[src/rtl/debounce_multi.sv]
// Multi-channel push-button debouncer: 2-flop synchroniser, tick-gated stability counter and
// registered rise/fall pulses per channel. Optional long-press detector under DEBOUNCE_LONGPRESS_EN.
module debounce_multi #(
  parameter int unsigned CHANNELS      = 4,
  parameter int unsigned STABLE_CYCLES = 16,
  parameter int unsigned LONG_CYCLES   = 1024,
  parameter bit          IDLE_LEVEL    = 1'b0
) (
  input  logic                clk,
  input  logic                rst_n,
  input  logic [CHANNELS-1:0] pb_in,
  input  logic                tick_en,
  output logic [CHANNELS-1:0] pb_out,
  output logic [CHANNELS-1:0] rise_pulse,
  output logic [CHANNELS-1:0] fall_pulse,
  output logic [CHANNELS-1:0] long_press
);

  localparam int unsigned     CntW   = $clog2(STABLE_CYCLES);
  localparam logic [CntW-1:0] CntMax = CntW'(STABLE_CYCLES - 1);

  if (CHANNELS < 1 || STABLE_CYCLES < 2 || LONG_CYCLES < 1) begin : g_bad_params
    $error("debounce_multi: invalid parameter value");
  end

  logic [CHANNELS-1:0] sync1_q, sync2_q;
  logic [CHANNELS-1:0] pb_q, pb_d;
  logic [CHANNELS-1:0] rise_q, rise_d;
  logic [CHANNELS-1:0] fall_q, fall_d;
  logic [CntW-1:0]     cnt_q [CHANNELS];
  logic [CntW-1:0]     cnt_d [CHANNELS];

  // Any agreement between synchronised input and output discards the partial count.
  always_comb begin
    pb_d   = pb_q;
    rise_d = '0;
    fall_d = '0;
    for (int i = 0; i < CHANNELS; i++) begin
      cnt_d[i] = cnt_q[i];
      if (sync2_q[i] == pb_q[i]) begin
        cnt_d[i] = '0;
      end else if (tick_en) begin
        if (cnt_q[i] == CntMax) begin
          cnt_d[i]  = '0;
          pb_d[i]   = sync2_q[i];
          rise_d[i] = sync2_q[i];
          fall_d[i] = ~sync2_q[i];
        end else begin
          cnt_d[i] = cnt_q[i] + CntW'(1);
        end
      end
    end
  end

  always_ff @(posedge clk or negedge rst_n) begin
    if (!rst_n) begin
      sync1_q <= {CHANNELS{IDLE_LEVEL}};
      sync2_q <= {CHANNELS{IDLE_LEVEL}};
      pb_q    <= {CHANNELS{IDLE_LEVEL}};
      rise_q  <= '0;
      fall_q  <= '0;
      for (int i = 0; i < CHANNELS; i++) begin
        cnt_q[i] <= '0;
      end
    end else begin
      sync1_q <= pb_in;
      sync2_q <= sync1_q;
      pb_q    <= pb_d;
      rise_q  <= rise_d;
      fall_q  <= fall_d;
      for (int i = 0; i < CHANNELS; i++) begin
        cnt_q[i] <= cnt_d[i];
      end
    end
  end

  assign pb_out     = pb_q;
  assign rise_pulse = rise_q;
  assign fall_pulse = fall_q;

`ifdef DEBOUNCE_LONGPRESS_EN
  localparam int unsigned      HoldW   = $clog2(LONG_CYCLES + 1);
  localparam logic [HoldW-1:0] HoldMax = HoldW'(LONG_CYCLES);

  logic [HoldW-1:0]    hold_q [CHANNELS];
  logic [HoldW-1:0]    hold_d [CHANNELS];
  logic [CHANNELS-1:0] long_q, long_d;

  // Saturating at HoldMax gives one pulse per press; release clears and re-arms.
  always_comb begin
    long_d = '0;
    for (int i = 0; i < CHANNELS; i++) begin
      hold_d[i] = hold_q[i];
      if (pb_q[i] == IDLE_LEVEL) begin
        hold_d[i] = '0;
      end else if (tick_en && (hold_q[i] != HoldMax)) begin
        hold_d[i] = hold_q[i] + HoldW'(1);
        long_d[i] = (hold_q[i] == HoldMax - HoldW'(1));
      end
    end
  end

  always_ff @(posedge clk or negedge rst_n) begin
    if (!rst_n) begin
      long_q <= '0;
      for (int i = 0; i < CHANNELS; i++) begin
        hold_q[i] <= '0;
      end
    end else begin
      long_q <= long_d;
      for (int i = 0; i < CHANNELS; i++) begin
        hold_q[i] <= hold_d[i];
      end
    end
  end

  assign long_press = long_q;
`else
  assign long_press = '0;
`endif

endmodule

[config.mk]
export PLATFORM = sky130hd
export DESIGN_NAME = debounce_multi
export DESIGN_NICKNAME = d
export VERILOG_FILES = /design/src/rtl/debounce_multi.sv
export SDC_FILE = /design/constraint.sdc
export NUM_CORES = 1
export LEC_CHECK = 0
export CAP_MARGIN = 30
export CORE_MARGIN = 2
export CORE_UTILIZATION = 55
export CTS_BUF_LIST = sky130_fd_sc_hd__clkbuf_16
export CTS_CLUSTER_DIAMETER = 30
export DETAILED_ROUTE_END_ITERATION = 8
export GPL_TIMING_DRIVEN = 1
export PLACE_DENSITY = 0.81
export SLEW_MARGIN = 20
export SYNTH_ARGS = -nofsm -noshare
export SYNTH_HDL_FRONTEND = slang
export SYNTH_SLANG_ARGS = --single-unit
[constraint.sdc]
create_clock -name clk -period 2.05 [get_ports clk]
set_clock_uncertainty 0.15 [all_clocks]
set_input_delay 0.41 -clock clk [delete_from_list [all_inputs] [get_ports clk]]
set_output_delay 0.41 -clock clk [all_outputs]
set_load 0.03 [all_outputs]
==> out/qor.csv, run 1 <==
stage,metric,value,unit
logic_synthesis,Post-synth EDFFs,0,
placed_design,gpl congestion,0.644,
clocking,H-tree depth,2,
cells_and_area,final design utilization,73.2,%
power_and_ir_drop,total power,0.00157,W
power_and_ir_drop,share of power burned in registers,47.9,%
timing,max-slew violation count,0,
power_and_ir_drop,VDD IR max,1.04,mV
timing,Tcrit/Tclk final,95.4,%
worst_setup_path,crit-path max cell delay,0.70,ns
power_and_ir_drop,switching power,0.000354,W
cells_and_area,final net count,159,
cells_and_area,Final Cell Area,0.00185,mm²
clocking,Clock Path Buffers,2,
worst_setup_path,critical path arrival,1.40,ns
status,status,finished clean,
placed_design,Placement Cell Area,0.00170,mm²
floorplanning,Placeable Area,0.00252,mm²
global_routing,gr usage total,18.5,%
logic_synthesis,Synth Cell Area,0.00149,mm²
detailed_routing,DR DRC count,0,
clocking,TritonCTS Buffers,5,
placed_design,post-DP HPWL,1730,µm
logic_synthesis,Synth Register Bits,36,
floorplanning,full die area,0.00315,mm²
logic_synthesis,ys flop type,dfrtp_1,
worst_setup_path,largest fanout on the critical path,5,
global_routing,vias in the first global route,1023,
clocking,setup bufs post-CTS,0,
logic_synthesis,top-count cell post-synth,dfrtp_1,
flow_run,max-cap violations,0,
logic_synthesis,Mapped Cells,125,
detailed_routing,routed len/inst,14.0,µm
detailed_routing,ANT nets after route,0,
detailed_routing,DRT Wirelength,2510,µm
placed_design,Buffers on Ports,18,
power_and_ir_drop,Internal,0.00122,W
floorplanning,Core Rows,18,
placed_design,placed insts,171,
cells_and_area,Fillers,191,
timing,Setup-failing EPs final,0,
worst_setup_path,Setup crit end kind,output port,
power_and_ir_drop,PwrDens,851,mW/mm²
clocking,post-cts resize count,0,
timing,Hold Fails Final Rpt,0,
worst_setup_path,crit path kind,reg2out,
detailed_routing,DRT iter0 DRCs,16,
detailed_routing,mean number of vias per cell,5.63,
clocking,CTS tree,yes,
logic_synthesis,top area cells in the synthesized netlist,"dfrtp_1, nor3b_1, ha_1",
power_and_ir_drop,P_leak,0.806,nW
global_routing,initial antenna violation count,0,
floorplanning,die height,56.1,µm
global_routing,grt peak-use layer,met2,
cells_and_area,Area Overhead vs Synth,23.5,%
clocking,Num Clock Sinks,36,
global_routing,GRT met2 Usage,29.9,%
cells_and_area,share of cells above drive strength 1,8.72,%
cells_and_area,Multi-input gate area,557,µm²
cells_and_area,number of antenna diodes,0,
logic_synthesis,Synth area leader,dfrtp_1,
worst_setup_path,WP buf/inv,1,
clocking,worst skew pair latency,0.28,ns
logic_synthesis,sequential area share after synthesis,60.3,%
floorplanning,Die X,56.1,µm
logic_synthesis,Synthesis Warnings,0,
global_routing,first-pass GRT wire length,4240,µm
logic_synthesis,top cell type's share of synthesized area,60.3,%
power_and_ir_drop,Logic pwr share,5.7,%
floorplanning,Starting Density,59.2,%
worst_hold_path,Worst Hold Class,reg2reg,
cells_and_area,FF+latch area,901,µm²
global_routing,met1 usage,19.4,%
worst_setup_path,crit path cell chain,clkdlybuf4s50_1,
worst_setup_path,startpoint class of the critical path,flip-flop,
detailed_routing,drt pass-1 iters,4,
cells_and_area,Non-Filler Instances,179,
global_routing,largest net degree at the start of global routing,37,
logic_synthesis,async set or reset register ratio after synthesis,100,%
timing,Setup TNS,0,ns
power_and_ir_drop,clock share of power,46.4,%
timing,min Tclk post-route,1.96,ns
worst_setup_path,WP data required,1.49,ns
timing,Fmax,511,MHz
worst_setup_path,"Largest delay share family, worst path",buffers and inverters,
logic_synthesis,Avg Inst Size Synth,12.0,µm²
clocking,"Hold-fix buffers, CTS",0,
detailed_routing,vias,1008,
logic_synthesis,commonest cells in the netlist,"dfrtp_1, nor2_1, a21oi_1",
floorplanning,I/O pin count,23,
global_routing,M3 GR Usage,6.05,%
worst_setup_path,highest-delay cell along the critical path,clkdlybuf4s50_1,
power_and_ir_drop,switch share,22.5,%
clocking,Worst-path clk slew,0.05,ns
global_routing,grt total ovfl,0,
timing,RSZ-0062 raised after global routing,false,
logic_synthesis,Unique masters post-synth,21,
clocking,root buffer cell,clkbuf_16,
state kept, by name (all words and copies together), names as in the netlist:
register,count
rise_pulse,4
cnt_q,16
sync1_q,4
pb_out,4
fall_pulse,4
sync2_q,4
per-stage QoR:
step / setup WS (ns) / hold WS (ns)
after floorplan: 0.682 / -0.0356
after global placement: 0.184 / 0.185
after detailed placement: 0.160 / 0.189
after CTS: 0.0796 / 0.201
after global routing: 0.0435 / 0.208
final: 0.0946 / 0.198
cell usage in the layout, fill, tap and decap left out, drive strengths merged:
master | synthesis | routed
nor2 | 11 | 11
xnor2 | 4 | 4
or3 | 1 | 1
conb | 1 | 4
nand4 | 4 | 4
clkdlybuf4s50 | 0 | 18
clkbuf | 0 | 5
nor3 | 3 | 3
inv | 0 | 1
a41oi | 3 | 3
nand3b | 4 | 4
dfrtp | 36 | 36
nand3 | 7 | 7
buf | 7 | 2
o21ai | 1 | 1
xor2 | 4 | 4
a21oi | 9 | 9
ha | 4 | 4
nor3b | 8 | 8
mux2i | 4 | 4
mux2 | 4 | 4
clkinv | 0 | 2
nand2 | 6 | 6
nand2b | 4 | 4
power groups by stage:
| stage | Combinational (W) | Clock, W | Sequential [W] |
|---|---|---|---|
| 6_report | 0.0000895 | 0.000729 | 0.000752 |
| 5_1_grt | 0.0000998 | 0.000771 | 0.000755 |
| 4_1_cts | 0.0000905 | 0.000752 | 0.000752 |
| 3_5_place_dp | 0.0000901 | 0 | 0.000764 |
| 3_3_place_gp | 0.0000854 | 0 | 0.000761 |
| 2_1_floorplan | 0.0000593 | 0 | 0.000759 |
cells by family after synthesis:
logic type / share of synthesized area (%)
compound gates: 5.11
xor+xnor: 4.69
fa+ha+maj: 3.35
buf+inv: 3.18
flops: 60.3
mux: 5.70
other cells: 0.251
simple gates: 17.4
cell type report:
type / count / share of cell area, %
Clock buffer: 5 / 6.78
Tap cell: 30 / 2.03
Sequential cell: 36 / 48.8
Multi-Input combinational cell: 85 / 30.2
Clock inverter: 3 / 0.949
Timing Repair Buffer: 20 / 11.3
per-layer routing:
layer  up-vias  part of all wire, %
li1        482                    -
met1       501                   40
met2        18                   53
met3         7                  5.1
met5         -                    0
met4         0                  2.4
final timing paths:
check / endpoint / from / cells after the start / slack (ns)
min in group asynchronous: cnt_q[6]$_DFFE_PN0P_ / rst_n / 2 / 0.39
setup reg to reg: pb_out[3]$_DFFE_PN0P_ / cnt_q[0]$_DFFE_PN0P_ / 3 / 0.59
hold / removal: sync2_q[0]$_DFF_PN0_ / sync1_q[0]$_DFF_PN0_ / 0 / 0.20
setup / recovery: pb_out[3] / pb_out[3]$_DFFE_PN0P_ / 1 / 0.09
max in group asynchronous: rise_pulse[0]$_DFF_PN0_ / rst_n / 2 / 1.05
hold reg to reg: sync2_q[0]$_DFF_PN0_ / sync1_q[0]$_DFF_PN0_ / 0 / 0.20
No activity file was read; power rests on OpenSTA's default activity.
==> run 2: changes to the inputs <==
--- a/config.mk
+++ b/config.mk
@@ -17,3 +17,4 @@
 export SYNTH_ARGS = -nofsm -noshare
 export SYNTH_HDL_FRONTEND = slang
 export SYNTH_SLANG_ARGS = --single-unit
+export TNS_END_PERCENT = 30
==> constraint.sdc (replaced) <==
create_clock -name clk -period 2.3 [get_ports clk]
set_clock_uncertainty 0.15 [all_clocks]
set_input_delay 0.46 -clock clk [delete_from_list [all_inputs] [get_ports clk]]
set_output_delay 0.46 -clock clk [all_outputs]
set_load 0.03 [all_outputs]
==> run 2 against run 1 <==
  * Die area unchanged
  * Via count is 0.20% lower
  * Sequential cell count unchanged
  * Design area decreased by 0.61%
  * Register-to-register slack gained 0.20 ns
  * Clock power is 16% lower
  * Count of clock-buffer cells in the layout stayed put
  * Core utilization shrank 0.45 points
  * Critical path type unchanged
  * Non-clock buffer count grew 1
  * Combinational power is 11% lower
  * Critical endpoint is now pb_out[0]
==> out/qor.csv, run 2 (synthesized netlist as in run 1, its figures left out) <==
stage,metric,value,unit
power_and_ir_drop,total power,0.00137,W
clocking,H-tree depth,2,
placed_design,placed insts,172,
worst_setup_path,"Largest delay share family, worst path",buffers and inverters,
detailed_routing,routed len/inst,14.2,µm
placed_design,gpl congestion,0.659,
detailed_routing,DRT Wirelength,2560,µm
detailed_routing,mean number of vias per cell,5.59,
placed_design,post-DP HPWL,1720,µm
placed_design,Buffers on Ports,18,
cells_and_area,share of cells above drive strength 1,8.00,%
clocking,Worst-path clk slew,0.05,ns
floorplanning,die height,56.1,µm
clocking,setup bufs post-CTS,0,
clocking,post-cts resize count,0,
floorplanning,full die area,0.00315,mm²
clocking,worst skew pair latency,0.27,ns
timing,max-slew violation count,0,
floorplanning,Die X,56.1,µm
floorplanning,Core Rows,18,
global_routing,largest net degree at the start of global routing,37,
cells_and_area,Fillers,176,
worst_setup_path,crit-path max cell delay,0.70,ns
clocking,root buffer cell,clkbuf_16,
worst_setup_path,crit path kind,reg2out,
detailed_routing,ANT nets after route,0,
worst_setup_path,crit path cell chain,clkdlybuf4s50_1,
power_and_ir_drop,P_leak,0.808,nW
timing,WHS,0.192,ns
floorplanning,Starting Density,59.2,%
timing,Tcrit/Tclk final,87.0,%
detailed_routing,drt pass-1 iters,4,
timing,min Tclk post-route,2.00,ns
clocking,Num Clock Sinks,36,
cells_and_area,Top reg by flops,cnt_q,
cells_and_area,Non-Filler Instances,180,
global_routing,grt total ovfl,0,
floorplanning,I/O pin count,23,
cells_and_area,Area Overhead vs Synth,22.8,%
timing,Fmax,500,MHz
timing,Hold Fails Final Rpt,0,
timing,RSZ-0062 raised after global routing,false,
global_routing,vias in the first global route,993,
clocking,CTS tree,yes,
worst_setup_path,Setup crit end kind,output port,
status,status,finished clean,
cells_and_area,"commonest non-fill, non-tap cell in the layout",dfrtp_1,
detailed_routing,vias,1006,
worst_setup_path,WP buf/inv,1,
flow_run,max-cap violations,0,
detailed_routing,DR DRC count,0,
global_routing,gr usage total,18.1,%
floorplanning,Placeable Area,0.00252,mm²
worst_setup_path,WP data required,1.69,ns
detailed_routing,DRT iter0 DRCs,31,
placed_design,Placement Cell Area,0.00170,mm²
global_routing,initial antenna violation count,0,
cells_and_area,Final Cell Area,0.00183,mm²
power_and_ir_drop,VDD IR max,0.810,mV
power_and_ir_drop,PwrDens,745,mW/mm²
timing,Setup TNS,0,ns
worst_hold_path,Worst Hold Class,reg2reg,
global_routing,first-pass GRT wire length,4460,µm
cells_and_area,FF+latch area,901,µm²
cells_and_area,final net count,160,
cells_and_area,max reg flops,16,
cells_and_area,Multi-input gate area,557,µm²
worst_setup_path,largest fanout on the critical path,5,
cells_and_area,most frequent cells in the layout,"dfrtp_1, clkdlybuf4s50_1, nor2_1",
clocking,TritonCTS Buffers,5,
cells_and_area,number of antenna diodes,0,
worst_setup_path,critical path arrival,1.39,ns
clocking,Clock Path Buffers,2,
clocking,"Hold-fix buffers, CTS",0,
worst_setup_path,highest-delay cell along the critical path,clkdlybuf4s50_1,
timing,Setup-failing EPs final,0,
worst_setup_path,startpoint class of the critical path,flip-flop,
-- run 2: worst paths after layout --
path	start	endpoint	slack (ns)	cells after the start
worst max-delay path	pb_out[0]$_DFFE_PN0P_	pb_out[0]	0.30	1
worst min-delay path	sync1_q[0]$_DFF_PN0_	sync2_q[0]$_DFF_PN0_	0.19	0
worst max register to register	cnt_q[12]$_DFFE_PN0P_	pb_out[0]$_DFFE_PN0P_	0.79	3
worst min register to register	sync1_q[0]$_DFF_PN0_	sync2_q[0]$_DFF_PN0_	0.19	0
max in group asynchronous	rst_n	sync1_q[0]$_DFF_PN0_	1.23	2
min in group asynchronous	rst_n	fall_pulse[2]$_DFF_PN0_	0.45	2
-- run 2: cell type report --
type	instances	area share (%)
clock inverters	3	0.614
repair buffers	21	11.1
well taps	30	2.05
flip-flops and latches	36	49.1
multi-input cells	85	30.4
clock buffers	5	6.82
-- run 2: power by group --
part | internal, W | leakage (nW) | total, W | switching [W]
clock | 0.000389 | 0.0738 | 0.000615 | 0.000226
combinational | 0.0000328 | 0.256 | 0.0000799 | 0.0000471
sequential | 0.000652 | 0.479 | 0.000671 | 0.0000187
total | 0.00107 | 0.808 | 0.00137 | 0.000292
-- run 2: metal layers --
metal  GRT usage, %  vias up  part of all wire, %
met4           6.12        0                 0.55
met1           22.4      504                   43
li1               -      476                    -
met3           4.65        2                  4.1
met2           30.6       24                   52
met5              0        -                    0
-- run 2: metrics by stage --
step	utilization, %	setup slack (ns)
final	72.7	0.299
after detailed placement	67.3	0.320
after floorplan	-	0.932
after global routing	72.7	0.256
after global placement	67.3	0.388
after CTS	72.7	0.302
==> run 3: changes to the inputs <==
--- a/config.mk
+++ b/config.mk
@@ -11,8 +11,9 @@
 export CTS_BUF_LIST = sky130_fd_sc_hd__clkbuf_16
 export CTS_CLUSTER_DIAMETER = 30
 export DETAILED_ROUTE_END_ITERATION = 8
+export DONT_BUFFER_PORTS = 1
 export GPL_TIMING_DRIVEN = 1
-export PLACE_DENSITY = 0.81
+export PLACE_DENSITY = 0.7
 export SLEW_MARGIN = 20
 export SYNTH_ARGS = -nofsm -noshare
 export SYNTH_HDL_FRONTEND = slang
==> run 3 against run 2 <==
  * Fmax up 36%
  * Count of clock-buffer cells in the layout unchanged
  * Register-to-register slack improved by 0.08 ns
  * Sequential cell count unchanged
  * Critical endpoint is now pb_out[1]
  * Sequential power hardly changed
  * Core utilization fell by 6.7 points
  * Worst setup slack improved by 0.53 ns
  * Highest routed layer unchanged
  * Worst hold slack worse by 0.13 ns
  * Routed wire length decreased by 13%
  * Final cell count shrank 11%
==> out/qor.csv, run 3 (synthesized netlist as in run 1, its figures left out) <==
stage,metric,value,unit
clocking,worst skew pair latency,0.27,ns
worst_setup_path,FF-to-FF path depth,3,
worst_setup_path,Setup crit end kind,output port,
cells_and_area,Fillers,199,
detailed_routing,mean number of vias per cell,5.68,
clocking,"Hold-fix buffers, CTS",2,
worst_hold_path,Worst Hold Class,in2reg,
floorplanning,I/O pin count,23,
clocking,H-tree depth,2,
power_and_ir_drop,VDD IR max,0.778,mV
detailed_routing,DRT iter0 DRCs,19,
status,status,finished clean,
cells_and_area,"commonest non-fill, non-tap cell in the layout",dfrtp_1,
power_and_ir_drop,share of power burned in registers,49.5,%
worst_setup_path,WP data required,1.69,ns
power_and_ir_drop,Logic pwr share,4.6,%
clocking,Num Clock Sinks,36,
power_and_ir_drop,P_leak,0.738,nW
cells_and_area,most frequent cells in the layout,"dfrtp_1, nor2_1, a21oi_1",
power_and_ir_drop,Internal,0.00107,W
detailed_routing,vias,914,
placed_design,placed insts,151,
power_and_ir_drop,total power,0.00135,W
floorplanning,Placeable Area,0.00252,mm²
global_routing,grt total ovfl,0,
placed_design,Place WS,0.871,ns
worst_setup_path,critical path arrival,0.86,ns
cells_and_area,max reg flops,16,
power_and_ir_drop,switch share,21.0,%
timing,Setup-failing EPs final,0,
power_and_ir_drop,switching power,0.000285,W
clocking,Worst-path clk slew,0.05,ns
cells_and_area,Non-Filler Instances,161,
timing,RSZ-0062 raised after global routing,false,
power_and_ir_drop,clock share of power,45.9,%
worst_setup_path,startpoint class of the critical path,flip-flop,
cells_and_area,share of cells above drive strength 1,8.40,%
cells_and_area,number of antenna diodes,0,
cells_and_area,Area Overhead vs Synth,11.5,%
cells_and_area,Multi-input gate area,557,µm²
timing,Hold Fails Final Rpt,0,
detailed_routing,routed len/inst,13.9,µm
detailed_routing,DR DRC count,0,
worst_setup_path,crit path kind,reg2out,
cells_and_area,final net count,141,
worst_hold_path,Hold Path Origin,pb_in[0],
timing,WHS,0.0602,ns
global_routing,first-pass GRT wire length,3910,µm
timing,min Tclk post-route,1.47,ns
worst_setup_path,terminus of the critical flop-to-flop path,pb_out[0]$_DFFE_PN0P_,
timing,max-slew violation count,0,
placed_design,Buffers on Ports,0,
clocking,root buffer cell,clkbuf_16,
clocking,setup bufs post-CTS,0,
floorplanning,full die area,0.00315,mm²
clocking,post-cts resize count,0,
global_routing,initial antenna violation count,0,
worst_setup_path,R2R setup slack,0.87,ns
timing,Setup TNS,0,ns
clocking,CTS tree,yes,
detailed_routing,ANT nets after route,0,
floorplanning,die height,56.1,µm
placed_design,gpl congestion,0.675,
power_and_ir_drop,PwrDens,813,mW/mm²
worst_hold_path,WHS Path Cells,0,
global_routing,largest net degree at the start of global routing,37,
clocking,TritonCTS Buffers,5,
timing,Fmax,682,MHz
placed_design,post-DP HPWL,1540,µm
global_routing,vias in the first global route,882,
timing,Worst Slack Setup Final,0.833,ns
floorplanning,Starting Density,59.2,%
flow_run,max-cap violations,0,
worst_setup_path,largest fanout on the critical path,5,
detailed_routing,drt pass-1 iters,4,
clocking,Clock Path Buffers,2,
detailed_routing,DRT Wirelength,2230,µm
floorplanning,Die X,56.1,µm
global_routing,gr usage total,17.0,%
worst_setup_path,r2r startpoint,cnt_q[12]$_DFFE_PN0P_,
cells_and_area,FF+latch area,901,µm²
worst_hold_path,Hold EP,sync1_q[0]$_DFF_PN0_,
timing,Tcrit/Tclk final,63.8,%
cells_and_area,Top reg by flops,cnt_q,
floorplanning,Core Rows,18,
[run 3: layout make-up]
| cell class | count | share of cell area, % |
|---|---|---|
| Clock buffer | 5 | 7.51 |
| Timing Repair Buffer | 2 | 1.80 |
| Sequential cell | 36 | 54.1 |
| Tap cell | 30 | 2.25 |
| Multi-Input combinational cell | 85 | 33.4 |
| Clock inverter | 3 | 0.902 |
[run 3: routing by layer]
metal | vias to the layer above | track usage (%) | share of wire [%]
li1 | 443 | - | -
met1 | 442 | 19.4 | 42
met2 | 25 | 26.4 | 50
met3 | 4 | 7.21 | 5.4
met4 | 0 | 10.2 | 2.2
met5 | - | 0 | 0
[run 3: worst max path at each step]
stage                                from                    end  slack [ns]  cells past startpoint
floorplan           cnt_q[12]$_DFFE_PN0P_  pb_out[0]$_DFFE_PN0P_        0.93                      3
global placement     cnt_q[4]$_DFFE_PN0P_  pb_out[2]$_DFFE_PN0P_        0.90                      3
detailed placement  cnt_q[12]$_DFFE_PN0P_  pb_out[0]$_DFFE_PN0P_        0.87                      3
CTS                 pb_out[1]$_DFFE_PN0P_              pb_out[1]        0.82                      0
global route        cnt_q[12]$_DFFE_PN0P_  pb_out[0]$_DFFE_PN0P_        0.78                      3
finish              pb_out[1]$_DFFE_PN0P_              pb_out[1]        0.83                      0
[run 3: power groups by stage]
| stage | sequential (W) | clock, W | combinational (W) |
|---|---|---|---|
| floorplan | 0.000676 | 0 | 0.0000529 |
| global placement | 0.000679 | 0 | 0.0000443 |
| detailed placement | 0.000681 | 0 | 0.0000465 |
| CTS | 0.000670 | 0.000639 | 0.0000642 |
| global route | 0.000673 | 0.000667 | 0.0000713 |
| finish | 0.000670 | 0.000622 | 0.0000626 |
[run 3: stage by stage]
step                utilization (%)  area, µm²
finish                         66.0       1670
global route                   66.0       1670
CTS                            66.0       1670
detailed placement             59.3       1500
global placement               59.3       1500
floorplan                         -       1510
==> variant (settings of run 2) <==
Change the parameter `IDLE_LEVEL` from 1'b0 to 1'b1.
--- a/src/rtl/debounce_multi.sv
+++ b/src/rtl/debounce_multi.sv
@@ -6,3 +6,3 @@
   parameter int unsigned LONG_CYCLES   = 1024,
-  parameter bit          IDLE_LEVEL    = 1'b0
+  parameter bit          IDLE_LEVEL    = 1'b1
 ) (
Function: changed (Yosys sat finds a counterexample within 4 cycles, from zero or initial values and one cycle with rst_n low).
==> variant against run 2 <==
- count of clock-buffer cells in the layout unchanged
- wire length up 2.8%
- combinational power up 2%
- total power up 9.3%
- synthesized area up 1.0%
- hold slack better by 0.011 ns
- setup slack worse by 0.14 ns
- sequential cell count unchanged
- design area up 3.1%
- critical endpoint unchanged
- largest power group is now the clock network
- highest routed layer unchanged
==> variant: results (changes against run 2) <==
outcome=complete, no violations (unchanged); Yosys top cell area share=0.398 (was 0.603); unique cell type count in the Yosys netlist=22 (was 21); cts bufs inserted=5 (unchanged); Largest stage delay, worst path=0.69 ns; CTS H-tree depth=2 (unchanged); Via-to-Cell Ratio=5.60 (was 5.59); Hold Crit Class=register to register (unchanged); Synth async-reset ratio=1.00 (unchanged); vias in the first global route=1030 (was 993); Inst Count DP=174 (was 172); Post-CTS Setup Bufs=0 (unchanged); worst skew pair latency=0.27 ns (about the same); non-filler cells, final=182 (was 180); cell count after synthesis=125 (unchanged); GRT Util Overall=0.194 (was 0.181); Worst-path clk slew=0.06 ns; first-pass GRT wire length=4.60 mm (was 4.46 mm); First-pass DRT Iterations=4 (unchanged); yosys warns=0 (unchanged); worst setup margin=0.155 ns (was 0.299 ns); 1st-iter DRT viols=32 (was 31); final wirelength=2.63 mm (was 2.56 mm); layout cells sized above 1=0.178 (was 0.0800); dpl hpwl=1.75 mm (was 1.72 mm); register area share after synthesis=0.607 (was 0.603); Top reg by flops=cnt_q (unchanged); Worst EP arrival=1.53 ns (was 1.39 ns); Post-synth EDFFs=0 (unchanged); worst vdd ir=731 µV (was 810 µV); Root Driver=clkbuf_16 (unchanged); Leak=0.799 nW (was 0.808 nW); Cell Area, Placed=0.00173 mm² (was 0.00170 mm²); Top delay family on crit path=buffers and inverters (unchanged); antenna fix cells=0 (unchanged); CTS resizes=0 (unchanged); Port Buffers=18 (unchanged); reg2reg path depth=3 (unchanged); synth top area cells=dfrtp_1, dfstp_2, nor3b_1, ha_1, a21oi_1 (was dfrtp_1, nor3b_1, ha_1, a21oi_1, mux2_2); Nets=162 (was 160); WHS Path Cells=0 (unchanged); antenna violations before repair=0 (unchanged); CTS Buffer Depth=2 (unchanged); CP max FO=5 (unchanged); Post-Place Worst Slack=0.258 ns (was 0.320 ns); GPL Wtd Cong=0.608 (was 0.659); top cells by count, synth=dfrtp_1, dfstp_2, nor2_1 (was dfrtp_1, nor2_1, a21oi_1); Largest register FFs=16 (unchanged)
## variant: cell type report
cell class | count | area, µm²
Clock buffer | 5 | 125
Clock inverter | 3 | 37.5
Fill cell | 161 | 654
Multi-Input combinational cell | 85 | 557
Sequential cell | 36 | 916
Tap cell | 30 | 37.5
Timing Repair Buffer | 23 | 218
## variant: final timing paths
| check | start | to | slack [ns] |
|---|---|---|---|
| worst max-delay path | pb_out[0]$_DFFE_PN1P_ | pb_out[0] | 0.16 |
| worst min-delay path | sync1_q[2]$_DFF_PN1_ | sync2_q[2]$_DFF_PN1_ | 0.20 |
| worst max register to register | cnt_q[0]$_DFFE_PN0P_ | pb_out[3]$_DFFE_PN1P_ | 0.88 |
| worst min register to register | sync1_q[2]$_DFF_PN1_ | sync2_q[2]$_DFF_PN1_ | 0.20 |
| max in group asynchronous | rst_n | pb_out[3]$_DFFE_PN1P_ | 1.21 |
| min in group asynchronous | rst_n | fall_pulse[2]$_DFF_PN0_ | 0.45 |
## variant: report_power, final
group | internal, mW | switching, mW | total [mW]
clock network | 0.502 | 0.231 | 0.734
logic | 0.0345 | 0.0468 | 0.0812
registers | 0.658 | 0.0190 | 0.677
total | 1.20 | 0.297 | 1.49
## variant: routing by layer
layer,vias up,track usage,routed length (µm)
met2,33,0.328,1400
met3,6,0.0853,136
met1,498,0.212,1050
li1,483,-,-
met4,0,0.0816,49
met5,-,0,0
## variant: logic make-up (layout without fill, tap and decap cells)
kind of cell / Yosys count / after routing / synth area share
flops: 36 / 36 / 0.607
compound gates: 13 / 13 / 0.0506
other cells: 1 / 4 / 0.00249
mux: 8 / 8 / 0.0564
fa+ha+maj: 4 / 4 / 0.0332
buf+inv: 7 / 31 / 0.0315
simple gates: 48 / 48 / 0.172
xor+xnor: 8 / 8 / 0.0464
